==> config.mk <==
export PLATFORM = sky130hd
export DESIGN_NAME = frame_writer
export DESIGN_NICKNAME = d
export VERILOG_FILES = /design/src/rtl/frame_writer_pkg.sv /design/src/rtl/frame_writer_fifo.sv /design/src/rtl/frame_writer.sv
export SDC_FILE = /design/constraint.sdc
export NUM_CORES = 1
export LEC_CHECK = 0
export ABC_AREA = 1
export ABC_CLOCK_PERIOD_IN_PS = 4110
export CAP_MARGIN = 5
export CORE_ASPECT_RATIO = 0.7
export CORE_MARGIN = 8
export CORE_UTILIZATION = 58
export CTS_CLUSTER_SIZE = 28
export DETAILED_ROUTE_END_ITERATION = 8
export PLACE_DENSITY = 0.82
export SLEW_MARGIN = 20
export SYNTH_ARGS = -nofsm -noshare
export SYNTH_HDL_FRONTEND = slang
export SYNTH_SLANG_ARGS = --single-unit
==> constraint.sdc <==
create_clock -name clk -period 4.11 [get_ports clk]
set_clock_uncertainty 0.15 [all_clocks]
set_input_delay 0.822 -clock clk [delete_from_list [all_inputs] [get_ports clk]]
set_output_delay 0.822 -clock clk [all_outputs]
set_load 0.005 [all_outputs]
==> src/rtl/frame_writer_pkg.sv <==
// Shared types and constants for the frame writer slice.
package frame_writer_pkg;

    localparam int FW_MAX_DIM = 1024;

    typedef struct packed {
        logic [7:0] r;
        logic [7:0] g;
        logic [7:0] b;
    } color_t;

    typedef enum logic [1:0] {
        FW_IDLE  = 2'd0,
        FW_RUN   = 2'd1,
        FW_DRAIN = 2'd2,
        FW_DONE  = 2'd3
    } fw_state_t;

endpackage

==> src/rtl/frame_writer_fifo.sv <==
// Synchronous FIFO with a registered read port: dout always holds the current head,
// so a word pushed into an empty FIFO is visible the following cycle.
module pixel_fifo #(
    parameter int  DEPTH = 16,
    parameter type T     = logic [7:0]
) (
    input  logic clk,
    input  logic reset,
    input  logic push,
    input  logic pop,
    input  T     din,
    output T     dout,
    output logic full,
    output logic empty
);

    localparam int PTR_W = $clog2(DEPTH);

    T                 mem [DEPTH];
    logic [PTR_W-1:0] wr_ptr;
    logic [PTR_W-1:0] rd_ptr;
    logic [PTR_W-1:0] rd_next;
    logic [PTR_W:0]   count;
    logic             do_push;
    logic             do_pop;

    // Flags come from registered occupancy only, so a push into a full FIFO is
    // refused even when a pop happens in the same cycle.
    assign full    = (count == (PTR_W + 1)'(DEPTH));
    assign empty   = (count == '0);
    assign do_push = push && !full;
    assign do_pop  = pop && !empty;
    assign rd_next = rd_ptr + PTR_W'(do_pop);

    always_ff @(posedge clk) begin
        if (do_push) begin
            mem[wr_ptr] <= din;
        end
    end

    always_ff @(posedge clk) begin
        if (reset) begin
            wr_ptr <= '0;
            rd_ptr <= '0;
            count  <= '0;
            dout   <= '0;
        end else begin
            if (do_push) begin
                wr_ptr <= wr_ptr + PTR_W'(1);
            end
            rd_ptr <= rd_next;
            case ({do_push, do_pop})
                2'b10:   count <= count + (PTR_W + 1)'(1);
                2'b01:   count <= count - (PTR_W + 1)'(1);
                default: count <= count;
            endcase
            // The new head is the incoming word only when it lands in the head slot.
            if (do_push && (wr_ptr == rd_next)) begin
                dout <= din;
            end else begin
                dout <= mem[rd_next];
            end
        end
    end

endmodule

==> src/rtl/frame_writer.sv <==
// Frame writer: buffers a raster pixel stream and writes it to word-addressed memory.
// Defining FRAME_WRITER_CHECKSUM_EN adds frame_checksum, the sum of all written pixels.
module frame_writer
    import frame_writer_pkg::*;
#(
    parameter int  MAX_DIM    = FW_MAX_DIM,
    parameter int  FIFO_DEPTH = 16,
    parameter int  ADDR_W     = 20,
    localparam int DIM_W      = $clog2(MAX_DIM + 1),
    localparam int CNT_W      = $clog2(MAX_DIM * MAX_DIM + 1)
) (
    input  logic              clk,
    input  logic              reset,
    input  logic              start,
    input  logic [DIM_W-1:0]  img_height,
    input  logic [DIM_W-1:0]  img_width,
    input  logic [ADDR_W-1:0] base_addr,
    input  logic              pix_valid,
    output logic              pix_ready,
    input  color_t            color_in,
    output logic              mem_wr_req,
    output logic [ADDR_W-1:0] mem_wr_addr,
    output color_t            mem_wr_data,
    input  logic              mem_wr_ack,
    output logic              busy,
    output logic              done,
    output logic              cfg_err,
    output fw_state_t         state_dbg
`ifdef FRAME_WRITER_CHECKSUM_EN
    ,
    output logic [31:0]       frame_checksum
`endif
);

    localparam logic [1:0] ST_IDLE  = 2'd0;
    localparam logic [1:0] ST_RUN   = 2'd1;
    localparam logic [1:0] ST_DRAIN = 2'd2;
    localparam logic [1:0] ST_DONE  = 2'd3;
    localparam logic [DIM_W-1:0] DIM_ONE = DIM_W'(1);

    logic [1:0]        state;
    logic [DIM_W-1:0]  cfg_h;
    logic [DIM_W-1:0]  cfg_w;
    logic [ADDR_W-1:0] cfg_base;
    logic [DIM_W-1:0]  in_row;
    logic [DIM_W-1:0]  in_col;
    logic [DIM_W-1:0]  out_row;
    logic [DIM_W-1:0]  out_col;
    logic [CNT_W-1:0]  out_count;

    logic   active;
    logic   cfg_bad;
    logic   start_ok;
    logic   push;
    logic   pop;
    logic   in_last;
    logic   out_last;
    logic   fifo_full;
    logic   fifo_empty;
    color_t fifo_dout;

    // Handshakes: a pixel moves when pix_valid && pix_ready in the same cycle;
    // a write completes when mem_wr_req && mem_wr_ack, and req/addr/data hold until then.
    assign active    = (state == ST_RUN) || (state == ST_DRAIN);
    assign cfg_bad   = (img_height == '0) || (img_width == '0);
    assign start_ok  = (state == ST_IDLE) && start && !cfg_bad;
    assign pix_ready = (state == ST_RUN) && !fifo_full;
    assign push      = pix_valid && pix_ready;
    assign mem_wr_req = active && !fifo_empty;
    assign pop       = mem_wr_req && mem_wr_ack;

    assign in_last  = (in_row == cfg_h - DIM_ONE) && (in_col == cfg_w - DIM_ONE);
    assign out_last = (out_row == cfg_h - DIM_ONE) && (out_col == cfg_w - DIM_ONE);

    // Outputs are forced to zero while no write is pending so idle values are clean.
    assign mem_wr_addr = mem_wr_req ? (cfg_base + ADDR_W'(out_count)) : '0;
    assign mem_wr_data = mem_wr_req ? fifo_dout : '0;

    assign busy      = active;
    assign done      = (state == ST_DONE);
    assign state_dbg = fw_state_t'(state);

    pixel_fifo #(
        .DEPTH (FIFO_DEPTH),
        .T     (color_t)
    ) u_fifo (
        .clk   (clk),
        .reset (reset),
        .push  (push),
        .pop   (pop),
        .din   (color_in),
        .dout  (fifo_dout),
        .full  (fifo_full),
        .empty (fifo_empty)
    );

    always_ff @(posedge clk) begin
        if (reset) begin
            state     <= ST_IDLE;
            cfg_h     <= '0;
            cfg_w     <= '0;
            cfg_base  <= '0;
            in_row    <= '0;
            in_col    <= '0;
            out_row   <= '0;
            out_col   <= '0;
            out_count <= '0;
            cfg_err   <= 1'b0;
        end else begin
            cfg_err <= 1'b0;
            case (state)
                ST_IDLE: begin
                    if (start && cfg_bad) begin
                        cfg_err <= 1'b1;
                    end else if (start_ok) begin
                        cfg_h     <= img_height;
                        cfg_w     <= img_width;
                        cfg_base  <= base_addr;
                        in_row    <= '0;
                        in_col    <= '0;
                        out_row   <= '0;
                        out_col   <= '0;
                        out_count <= '0;
                        state     <= ST_RUN;
                    end
                end
                ST_RUN: begin
                    if (push && in_last) begin
                        state <= ST_DRAIN;
                    end
                end
                ST_DRAIN: begin
                    if (pop && out_last) begin
                        state <= ST_DONE;
                    end
                end
                default: state <= ST_IDLE;
            endcase

            if (push) begin
                if (in_col == cfg_w - DIM_ONE) begin
                    in_col <= '0;
                    in_row <= in_row + DIM_ONE;
                end else begin
                    in_col <= in_col + DIM_ONE;
                end
            end

            // out_count is the raster index row*W+col, advanced one step per ack.
            if (pop) begin
                out_count <= out_count + CNT_W'(1);
                if (out_col == cfg_w - DIM_ONE) begin
                    out_col <= '0;
                    out_row <= out_row + DIM_ONE;
                end else begin
                    out_col <= out_col + DIM_ONE;
                end
            end
        end
    end

`ifdef FRAME_WRITER_CHECKSUM_EN
    logic [31:0] checksum_q;

    always_ff @(posedge clk) begin
        if (reset) begin
            checksum_q <= '0;
        end else if (start_ok) begin
            checksum_q <= '0;
        end else if (pop) begin
            checksum_q <= checksum_q + {8'd0, fifo_dout};
        end
    end

    assign frame_checksum = checksum_q;
`endif

endmodule

* Yosys cells after proc, flatten, opt, wreduce, memory -nomap -nowiden
Memory sizes are Yosys's and may differ from the RTL's. A register that Yosys moved wholly into a read port is not among the register bits.
Cells that the tools add are included.
** Storage, ports and cells
- Register bits after elaboration :: 123
- RAM bits :: 384
- Input port bits :: 71
- Output and inout port bits :: 51
- Logic and storage cells :: 108
- Memories :: 1
** Memories
- u_fifo.mem :: words 16, width 24, rd ports 1, clocked after Yosys merged registers in 1, write ports 1, RTL line frame_writer_fifo.sv:19 : T mem [DEPTH];
** Cells by class
- $add $sub $neg :: 12
- Equality and inequality tests :: 16
- Mux-type cells :: 32
- Bitwise gates (word level) :: 2
- Reduce and logical (&&, ||, !) cells :: 32
** Operator list (count)
- 11-bit two-way mux :: 17
- 21-bit two-way mux :: 4
- 11-bit by 1-bit adder with 11-bit output, second input constant :: 4
- 11-bit equality test :: 4
- 24-bit two-way mux :: 1
- 11-bit zero test :: 2
- 11-bit by 1-bit subtractor with 11-bit output, second input constant :: 2
- 21-bit by 1-bit adder with 21-bit output, second input constant :: 1
- 20-bit adder :: 1
- 20-bit two-way mux :: 1
- 1-bit logical AND :: 13
- 5-bit one-hot mux with 2 select lines :: 1
- 2-bit nonzero test :: 5
- 3-bit AND reduction :: 3
- 2-bit two-way mux :: 4
- 2-bit != test, second input constant :: 4
- 2-bit equality test, second input constant :: 3
- 2-bit one-hot mux with 3 select lines :: 1
- 5-bit by 1-bit adder with 5-bit output, second input constant :: 1
- 5-bit equality test, second input constant :: 1
- 5-bit zero test :: 1
- 5-bit by 1-bit subtractor with 5-bit output, second input constant :: 1
- 4-bit by 1-bit adder with 4-bit output :: 1
- 4-bit by 1-bit adder with 4-bit output, second input constant :: 1
- 9 further kinds :: 17

* Logic depth before layout (Yosys ltp)
Gate-level depths: netlist of run 1.
- Word-level depth :: 9
- Gate-level depth with buffers :: 18
- Mapped depth without buffers :: 18

* Cells and area by module
Synthesis of run 1 repeated with hierarchy kept, for this count alone.
** Unflattened totals
- Cell total of the unflattened synthesis :: 3001
- Area total of the unflattened synthesis :: 25674.6 µm²
** By module, submodules not included
- pixel_fifo :: instances 1, cells each 1834, area an instance 18300.1 µm², sequential area each 12271.8 µm²
- frame_writer :: instances 1, cells each 1167, area an instance 7374.6 µm², sequential area each 2182.1 µm²

* Worst setup path before layout of run 1
Ideal clock, no wire load.
- Path type :: reg2reg
- Start :: reg state[0], in the netlist state_dbg[0]
- End :: reg, netlist name u_fifo.dout[0]
- Setup time :: 0.128 ns
- Arrival time :: 3.491 ns
- Required time :: 3.832 ns
- Setup slack :: 0.342 ns
- Cell stages (with the launch flop) :: 17
- Buffers on the path :: 2
- Clock period less this slack :: 3.768 ns
- Cell sequence :: dfxtp_1 -> inv_1 -> ha_1 -> nand2_1 -> inv_1 -> nand2_2 -> inv_2 -> buf_1 -> ha_1 -> ha_1 -> or2_2 -> nand2_1 -> xor2_1 -> nor4_4 -> buf_4 -> mux2i_1 -> nor2_1
** Between the ends
- Word-level cells in the longest chain between the ends :: 6
- Elaborated cells between the ends (all ways) :: 7
- Classes of those cells :: add/sub (1); eq/ne (2); reduce/logical (4)
** RTL lines
- start: declaration :: RTL line frame_writer.sv:41 : logic [1:0] state;
- start signal: assignment :: RTL line frame_writer.sv:99 : state <= ST_IDLE;
- start signal: assignment :: RTL line frame_writer.sv:124 : state <= ST_RUN;
- start signal: assignment :: RTL line frame_writer.sv:129 : state <= ST_DRAIN;
- 2-bit by 1-bit equality test with 1-bit output or 2-bit equality test (tied branches) :: RTL line frame_writer.sv:64 : assign active = (state == ST_RUN) || (state == ST_DRAIN);
- 1-bit logical OR (*) :: RTL line frame_writer.sv:64
- net busy :: RTL line frame_writer.sv:25 : output logic busy,
- 1-bit logical AND (*) :: RTL line frame_writer.sv:69 : assign mem_wr_req = active && !fifo_empty;
- 1-bit logical AND (*) :: RTL line frame_writer.sv:70 : assign pop = mem_wr_req && mem_wr_ack;
- 1-bit logical AND (*) :: RTL line frame_writer_fifo.sv:32 : assign do_pop = pop && !empty;
- 4-bit by 1-bit adder with 4-bit output (*) :: RTL line frame_writer_fifo.sv:33 : assign rd_next = rd_ptr + PTR_W'(do_pop);
The timed path passes the listed nets; every way through them passes the cells marked *.
A chain may end at the register's enable or synchronous reset.

* Worst setup path after layout of run 1
- Start :: reg out_count[0]
- End :: out mem_wr_addr[16]
** Between the ends
- Word-level cells in the longest chain between the ends :: 2
** RTL lines
- start: declaration :: RTL line frame_writer.sv:49 : logic [CNT_W-1:0] out_count;
- start signal: assignment :: RTL line frame_writer.sv:151 : out_count <= out_count + CNT_W'(1);
- 20-bit adder :: RTL line frame_writer.sv:76 : assign mem_wr_addr = mem_wr_req ? (cfg_base + ADDR_W'(out_count)) : '0;
- 20-bit two-way mux :: RTL line frame_writer.sv:76
- end: declaration :: RTL line frame_writer.sv:22 : output logic [ADDR_W-1:0] mem_wr_addr,
No other way between the ends.

==> results of run 1 <==
-- synthesized netlist by cell type (all sizes together) --
| library cell | number |
|---|---|
| xor2 | 31 |
| o221ai | 25 |
| nor2 | 390 |
| edfxtp | 384 |
| inv | 163 |
| nand3b | 2 |
| and3 | 2 |
| o221a | 1 |
| a21oi | 148 |
| nor3 | 36 |
| a31oi | 3 |
| ha | 40 |
| clkbuf | 100 |
| o31ai | 1 |
| fa | 2 |
| or2 | 4 |
| nor4 | 11 |
| o31a | 1 |
| nor3b | 4 |
| buf | 15 |
| o21ai | 331 |
| nand3 | 112 |
| o22ai | 72 |
| a221oi | 2 |
| a22oi | 1 |
| o2111ai | 1 |
| mux2i | 24 |
| clkinv | 4 |
| nand4 | 24 |
| nand2b | 1 |
| dfxtp | 146 |
| xnor2 | 6 |
| a211oi | 4 |
| nand2 | 322 |
| o21bai | 2 |
| o211ai | 23 |
| o21a | 1 |
-- logic make-up (layout without fill, tap and decap cells) --
family,count (synthesis),after routing,synth area share [%]
flip-flops,530,530,60.5
AO/OA/AOI/OAI,616,616,14.2
multiplexers,24,24,1.01
AND/OR/NAND/NOR,908,908,16.1
XOR/XNOR,37,37,1.36
buffers and inverters,282,425,4.53
adder cells (fa/ha/maj),42,42,2.26
-- tightest hold or removal path: stages (launching register included) --
cell,delay (ns)
dfxtp_1,0.32
nand2_1,0.06
a21oi_1,0.06
-- flip-flops by register name, summed over array words and instances (netlist names), 11 cells and up --
signal       count
cfg_base        20
cfg_h           11
cfg_w           11
in_col          11
in_row          11
out_col         11
out_count       20
out_row         11
u_fifo.dout     24
u_fifo.mem     384
-- how the worst max path moves through the flow --
stage	from	to	cells after the start
4_1_cts	out_count[0]	mem_wr_addr[16]	13
2_1_floorplan	state_dbg[0]	u_fifo.dout[0]	16
3_5_place_dp	out_count[0]	mem_wr_addr[16]	13
6_report	out_count[0]	mem_wr_addr[16]	13
3_3_place_gp	out_count[0]	mem_wr_addr[16]	13
5_1_grt	out_count[0]	mem_wr_addr[16]	13
-- timing repair --
action / CTS / global route
pin swaps: 0 / 2
buffers inserted: 0 / 0
endpoints found under the setup margin: 2 / 4
resized for setup: 8 / 18
-- layout make-up --
cell class | count | share of cell area (%)
Sequential cell | 530 | 52.3
Inverter | 167 | 2.28
Clock buffer | 73 | 5.02
Timing Repair Buffer | 169 | 6.37
Multi-Input combinational cell | 1627 | 30.8
Tap cell | 544 | 2.46
Clock inverter | 16 | 0.702
-- power by group through the flow --
stage	clock (W)	sequential (W)	combinational [W]
2_1_floorplan	0	0.00622	0.00316
5_1_grt	0.00475	0.00620	0.00524
3_5_place_dp	0	0.00628	0.00460
3_3_place_gp	0	0.00627	0.00445
6_report	0.00451	0.00618	0.00473
4_1_cts	0.00454	0.00617	0.00465
-- metrics by stage --
stage	worst slack (ns)	instances	hold WS, ns	total power [W]
2_1_floorplan	0.342	2439	0.293	0.00938
3_3_place_gp	0.512	3037	0.305	0.0107
3_5_place_dp	0.474	3037	0.312	0.0109
4_1_cts	0.00420	3126	0.322	0.0154
5_1_grt	-0.0320	3126	0.340	0.0162
6_report	0.0939	3126	0.326	0.0154
-- per-layer routing --
layer | track usage, % | vias up | part of all wire [%]
li1 | - | 8794 | -
met1 | 36.4 | 9093 | 41
met2 | 41.3 | 1084 | 46
met3 | 5.07 | 118 | 11
met4 | 8.15 | 0 | 2.4
met5 | 0 | - | 0
==> results.json, run 1 <==
{
  "switching_share_pct": 34.4,
  "setup_viol": 0,
  "fillCellCount": 3035,
  "place_congestion": 0.964,
  "portBuffers": 121,
  "fin_crit_sh_pct": 97.7,
  "dp_hpwl_um": 39700,
  "nNetsFinal": 2656,
  "cts.htree.levels": 2,
  "worstSetupPathType": "reg -> out",
  "die_y_um": 186,
  "grt_pass1_vias": 18421,
  "timing.critical_path.mode_cell": "inv_1",
  "whs_endpoint": "cfg_base[3]",
  "final_antenna_net_count": 0,
  "hold_buffers": 0,
  "drtIter0Drc": 2527,
  "grt_max_degree": 129,
  "p_sw_w": 0.00530,
  "wirelength_um": 63800,
  "rr_endpoint": "u_fifo.dout[15]",
  "root_buffer": "clkbuf_16",
  "drcViolationCount": 0,
  "postPlaceCellArea_mm2": 0.0259,
  "crit_fanout": 6,
  "vias": 19089,
  "p_seq_share_pct": 40.1,
  "timing.fmax_mhz": 249,
  "netlist_area_mm2": 0.0239,
  "ys_warn_count": 0,
  "rrSetupSlack_ns": 0.51,
  "p_int_w": 0.0101,
  "grt_pass1_wl_um": 100000,
  "max-slew-margin-rel_pct": 26.2,
  "critical_path_arrival_ns": 3.04,
  "maxCapViolations": 0,
  "yosysTopAreaCellShare_pct": 48.3,
  "start_util_pct": 58.5,
  "drive_gt1_share_pct": 7.90,
  "numCtsBuffers": 48,
  "critPathLaunchType": "flop",
  "worstSkewPairLatency_ns": 0.58,
  "maxSlewViolCount": 0,
  "postSynthCellCount": 2439,
  "p_per_area_mw_per_mm2": 558,
  "rr_startpoint": "state_dbg[0]",
  "grt_antenna_before_repair": 0,
  "fin_util_pct": 67.7,
  "cp_data_required_time_ns": 3.14,
  "multiInputGateArea_mm2": 0.00851,
  "crit_slowest_cell": "clkdlybuf4s50_1",
  "register_area_mm2": 0.0145,
  "rsz0062_at_grt": "true",
  "clk_path_buf_depth": 3,
  "wire_per_inst_um": 20.4,
  "min_period_ns": 4.02,
  "dieArea_mm2": 0.0480,
  "crit_family": "buffers and inverters",
  "final_cell_mix": "edfxtp_1, nor2_1, nand2_1",
  "ys_types": 55,
  "clk_pin_slew_ns": 0.07,
  "layout_commonest_cell": "edfxtp_1",
  "ys_ff_latch": 530,
  "critPathBufInv": 4,
  "synthTopCellsByArea": "edfxtp_1, dfxtp_1, o21ai_0",
  "via_per_inst": 6.11,
  "status": "finished, final reports clean",
  "yosysTopAreaCell": "edfxtp_1",
  "end_kind": "output pin",
  "hold_viol": 0,
  "worst_path_largest_cell_delay_ns": 0.53,
  "path_cells": "ha_1, inv_1, fa_2, inv_2, a21oi_1, inv_1, nand2_1, nand2_2, a21oi_4, o21ai_1, xnor2_1, nor2_1, clkdlybuf4s50_1",
  "min_path_type": "reg -> reg",
  "drt_pass1_iterations": 6,
  "die_x_um": 259,
  "n_antenna_cell": 0,
  "p_comb_share_pct": 30.7,
  "final_area_mm2": 0.0276,
  "ir_drop_v": 0.000683,
  "rows": 62,
  "min-delay-start": "cfg_base[3]",
  "syn2layout_area_growth_pct": 15.7,
  "syn_area_per_cell_um2": 9.79,
  "io-pin-count": 122,
  "tritoncts": "built",
  "grt_use_total_pct": 26.1,
  "cts.sinks": 530,
  "tns_ns": 0,
  "worstMarginPinSlew_ns": 1.11,
  "p_leak_nw": 9.65,
  "clock_power_share_pct": 29.3,
  "core_mm2": 0.0408,
  "synth_nets": 2552,
  "synth_sequential_area_ratio_pct": 60.5,
  "reg2reg_depth": 17,
  "min_path_cells": 2,
  "overflow": 0
}
(Power assumes the default switching activity.)
==> run 2: changes to the inputs <==
--- a/config.mk
+++ b/config.mk
@@ -10,8 +10,10 @@
 export CAP_MARGIN = 5
+export CELL_PAD_IN_SITES_DETAIL_PLACEMENT = 2
+export CELL_PAD_IN_SITES_GLOBAL_PLACEMENT = 2
 export CORE_ASPECT_RATIO = 0.7
 export CORE_MARGIN = 8
-export CORE_UTILIZATION = 58
+export CORE_UTILIZATION = 39
 export CTS_CLUSTER_SIZE = 28
 export DETAILED_ROUTE_END_ITERATION = 8
-export PLACE_DENSITY = 0.82
+export PLACE_DENSITY = 0.85
 export SLEW_MARGIN = 20
==> constraint.sdc (replaced) <==
create_clock -name clk -period 4.11 [get_ports clk]
set_clock_uncertainty 0.15 [all_clocks]
set_input_delay 0.411 -clock clk [delete_from_list [all_inputs] [get_ports clk]]
set_output_delay 0.411 -clock clk [all_outputs]
set_load 0.005 [all_outputs]
==> results.json, run 2 (synthesis gave the netlist of run 1 again) <==
{
  "status": "finished, final reports clean",
  "io-pin-count": 122,
  "worstSetupPathType": "reg -> reg",
  "drive_gt1_share_pct": 7.15,
  "via_per_inst": 5.88,
  "numCtsBuffers": 52,
  "ir_drop_v": 0.000726,
  "final_antenna_net_count": 0,
  "fillCellCount": 6350,
  "multiInputGateArea_mm2": 0.00850,
  "placedCellCount": 3296,
  "dp_hpwl_um": 56300,
  "syn2layout_area_growth_pct": 16.8,
  "end_kind": "flop",
  "register_area_mm2": 0.0145,
  "reg.largest.list": "u_fifo.mem: 384 flops, u_fifo.dout: 24 flops",
  "final_cells": 3396,
  "worstMarginPinSlew_ns": 1.15,
  "worstSkewPairLatency_ns": 0.64,
  "grt_antenna_before_repair": 4,
  "overflow": 0,
  "start_util_pct": 39.1,
  "maxCapViolations": 0,
  "wire_per_inst_um": 27.6,
  "root_buffer": "clkbuf_16",
  "critPathLaunchType": "flop",
  "min_path_cells": 2,
  "clk_path_buf_depth": 3,
  "maxSlewViolCount": 0,
  "largest_register_ffs": 384,
  "place_congestion": 0.876,
  "drt_pass1_iterations": 5,
  "fin_crit_sh_pct": 97.9,
  "die_x_um": 312,
  "max-slew-margin-rel_pct": 23.0,
  "min_path_type": "in -> reg",
  "hold_viol": 0,
  "cp_data_required_time_ns": 4.43,
  "grtUsageMet2_pct": 44.1,
  "wirelength_um": 93900,
  "grt_use_total_pct": 25.9,
  "drcViolationCount": 0,
  "rsz0062_at_grt": "true",
  "final_cell_mix": "edfxtp_1, nor2_1, nand2_1",
  "path_cells": "nor4_1, nand2_1, nand2_2, inv_1, nand2_2, inv_2, ha_4, ha_2, or2_2, nand2_1, buf_4, inv_2, buf_12, o211ai_1, o21ai_1, mux2i_1, nor2_1",
  "crit_slowest_cell": "nor4_1",
  "core_mm2": 0.0610,
  "cts.htree.levels": 2,
  "setup_slack_ns": 0.0870,
  "portBuffers": 121,
  "crit_fanout": 60,
  "p_leak_nw": 9.62,
  "grt_use_met3_pct": 3.76,
  "cts.sinks": 530,
  "vias": 19961,
  "die_y_um": 223,
  "tritoncts": "built",
  "timing.fmax_mhz": 249,
  "place_ws_ns": 0.339,
  "critical_path_arrival_ns": 4.34,
  "layout_commonest_cell": "edfxtp_1",
  "worst_path_largest_cell_delay_ns": 0.53,
  "busiest_layer": "met2",
  "top_register": "u_fifo.mem",
  "tns_ns": 0,
  "reg2reg_depth": 17,
  "min_period_ns": 4.02,
  "grt_max_degree": 194,
  "dieArea_mm2": 0.0695,
  "setup_viol": 0,
  "clk_pin_slew_ns": 0.07,
  "grt_util_met1_pct": 33.2,
  "rows": 76,
  "grt_pass1_vias": 22098,
  "nNetsFinal": 2645,
  "drtIter0Drc": 1563,
  "grt_pass1_wl_um": 140000,
  "p_per_area_mw_per_mm2": 598
}
run 2: changes by cell type in the layout (fill, tap and decap cells not counted), sizes merged, moves of 2 or more:
cell      change
buf          -15
clkinv        +4
clkinvlp      -2
clkbuf        +4
diode         +2
run 2: through the flow:
stage | instance area [µm²] | power (W) | hold slack [ns] | utilization (%)
global placement | 26100 | 0.0109 | 0.312 | 42.8
global route | 27900 | 0.0173 | 0.0826 | 45.7
floorplan | 23900 | 0.00938 | 0.293 | -
finish | 27900 | 0.0167 | 0.0772 | 45.7
CTS | 27900 | 0.0167 | 0.0617 | 45.6
detailed placement | 26100 | 0.0114 | 0.324 | 42.8
run 2: final timing paths:
kind                   startpoint  slack [ns]             end
setup / recovery  u_fifo.count[1]        0.09  u_fifo.dout[9]
hold / removal              reset        0.08     cfg_base[8]
setup reg to reg  u_fifo.count[1]        0.09  u_fifo.dout[9]
hold reg to reg      cfg_base[18]        0.33    cfg_base[18]
run 2: power breakdown:
part | internal (W) | switching (W)
clock network | 0.00285 | 0.00231
logic | 0.00152 | 0.00378
registers | 0.00600 | 0.000217
run 2: what timing repair did:
item / in CTS / in global routing
setup endpoints to repair: 0 / 2
hold buffers: 0 / 0
resized for setup: 0 / 3
buffers inserted: 0 / 0
run 2: cell type report:
cell class,count,area share (%)
Clock buffer,77,5.37
Multi-Input combinational cell,1627,30.5
Antenna cell,2,0.0179
Clock inverter,20,0.902
Sequential cell,530,51.8
Tap cell,819,3.67
Timing Repair Buffer,154,5.49
Inverter,167,2.26
run 2: routing by layer:
| layer | vias up | share of wire [%] |
|---|---|---|
| li1 | 8778 | - |
| met1 | 10306 | 42 |
| met2 | 673 | 49 |
| met3 | 202 | 5.0 |
| met4 | 2 | 3.6 |
| met5 | - | 0.014 |
run 2: worst max-delay path, delay by kind of cell (launching register included):
family / cells / cell delay (ns)
mux: 1 / 0.24
flops: 1 / 0.36
buf+inv: 5 / 0.89
compound gates: 2 / 0.43
fa+ha+maj: 2 / 0.35
simple gates: 7 / 1.43
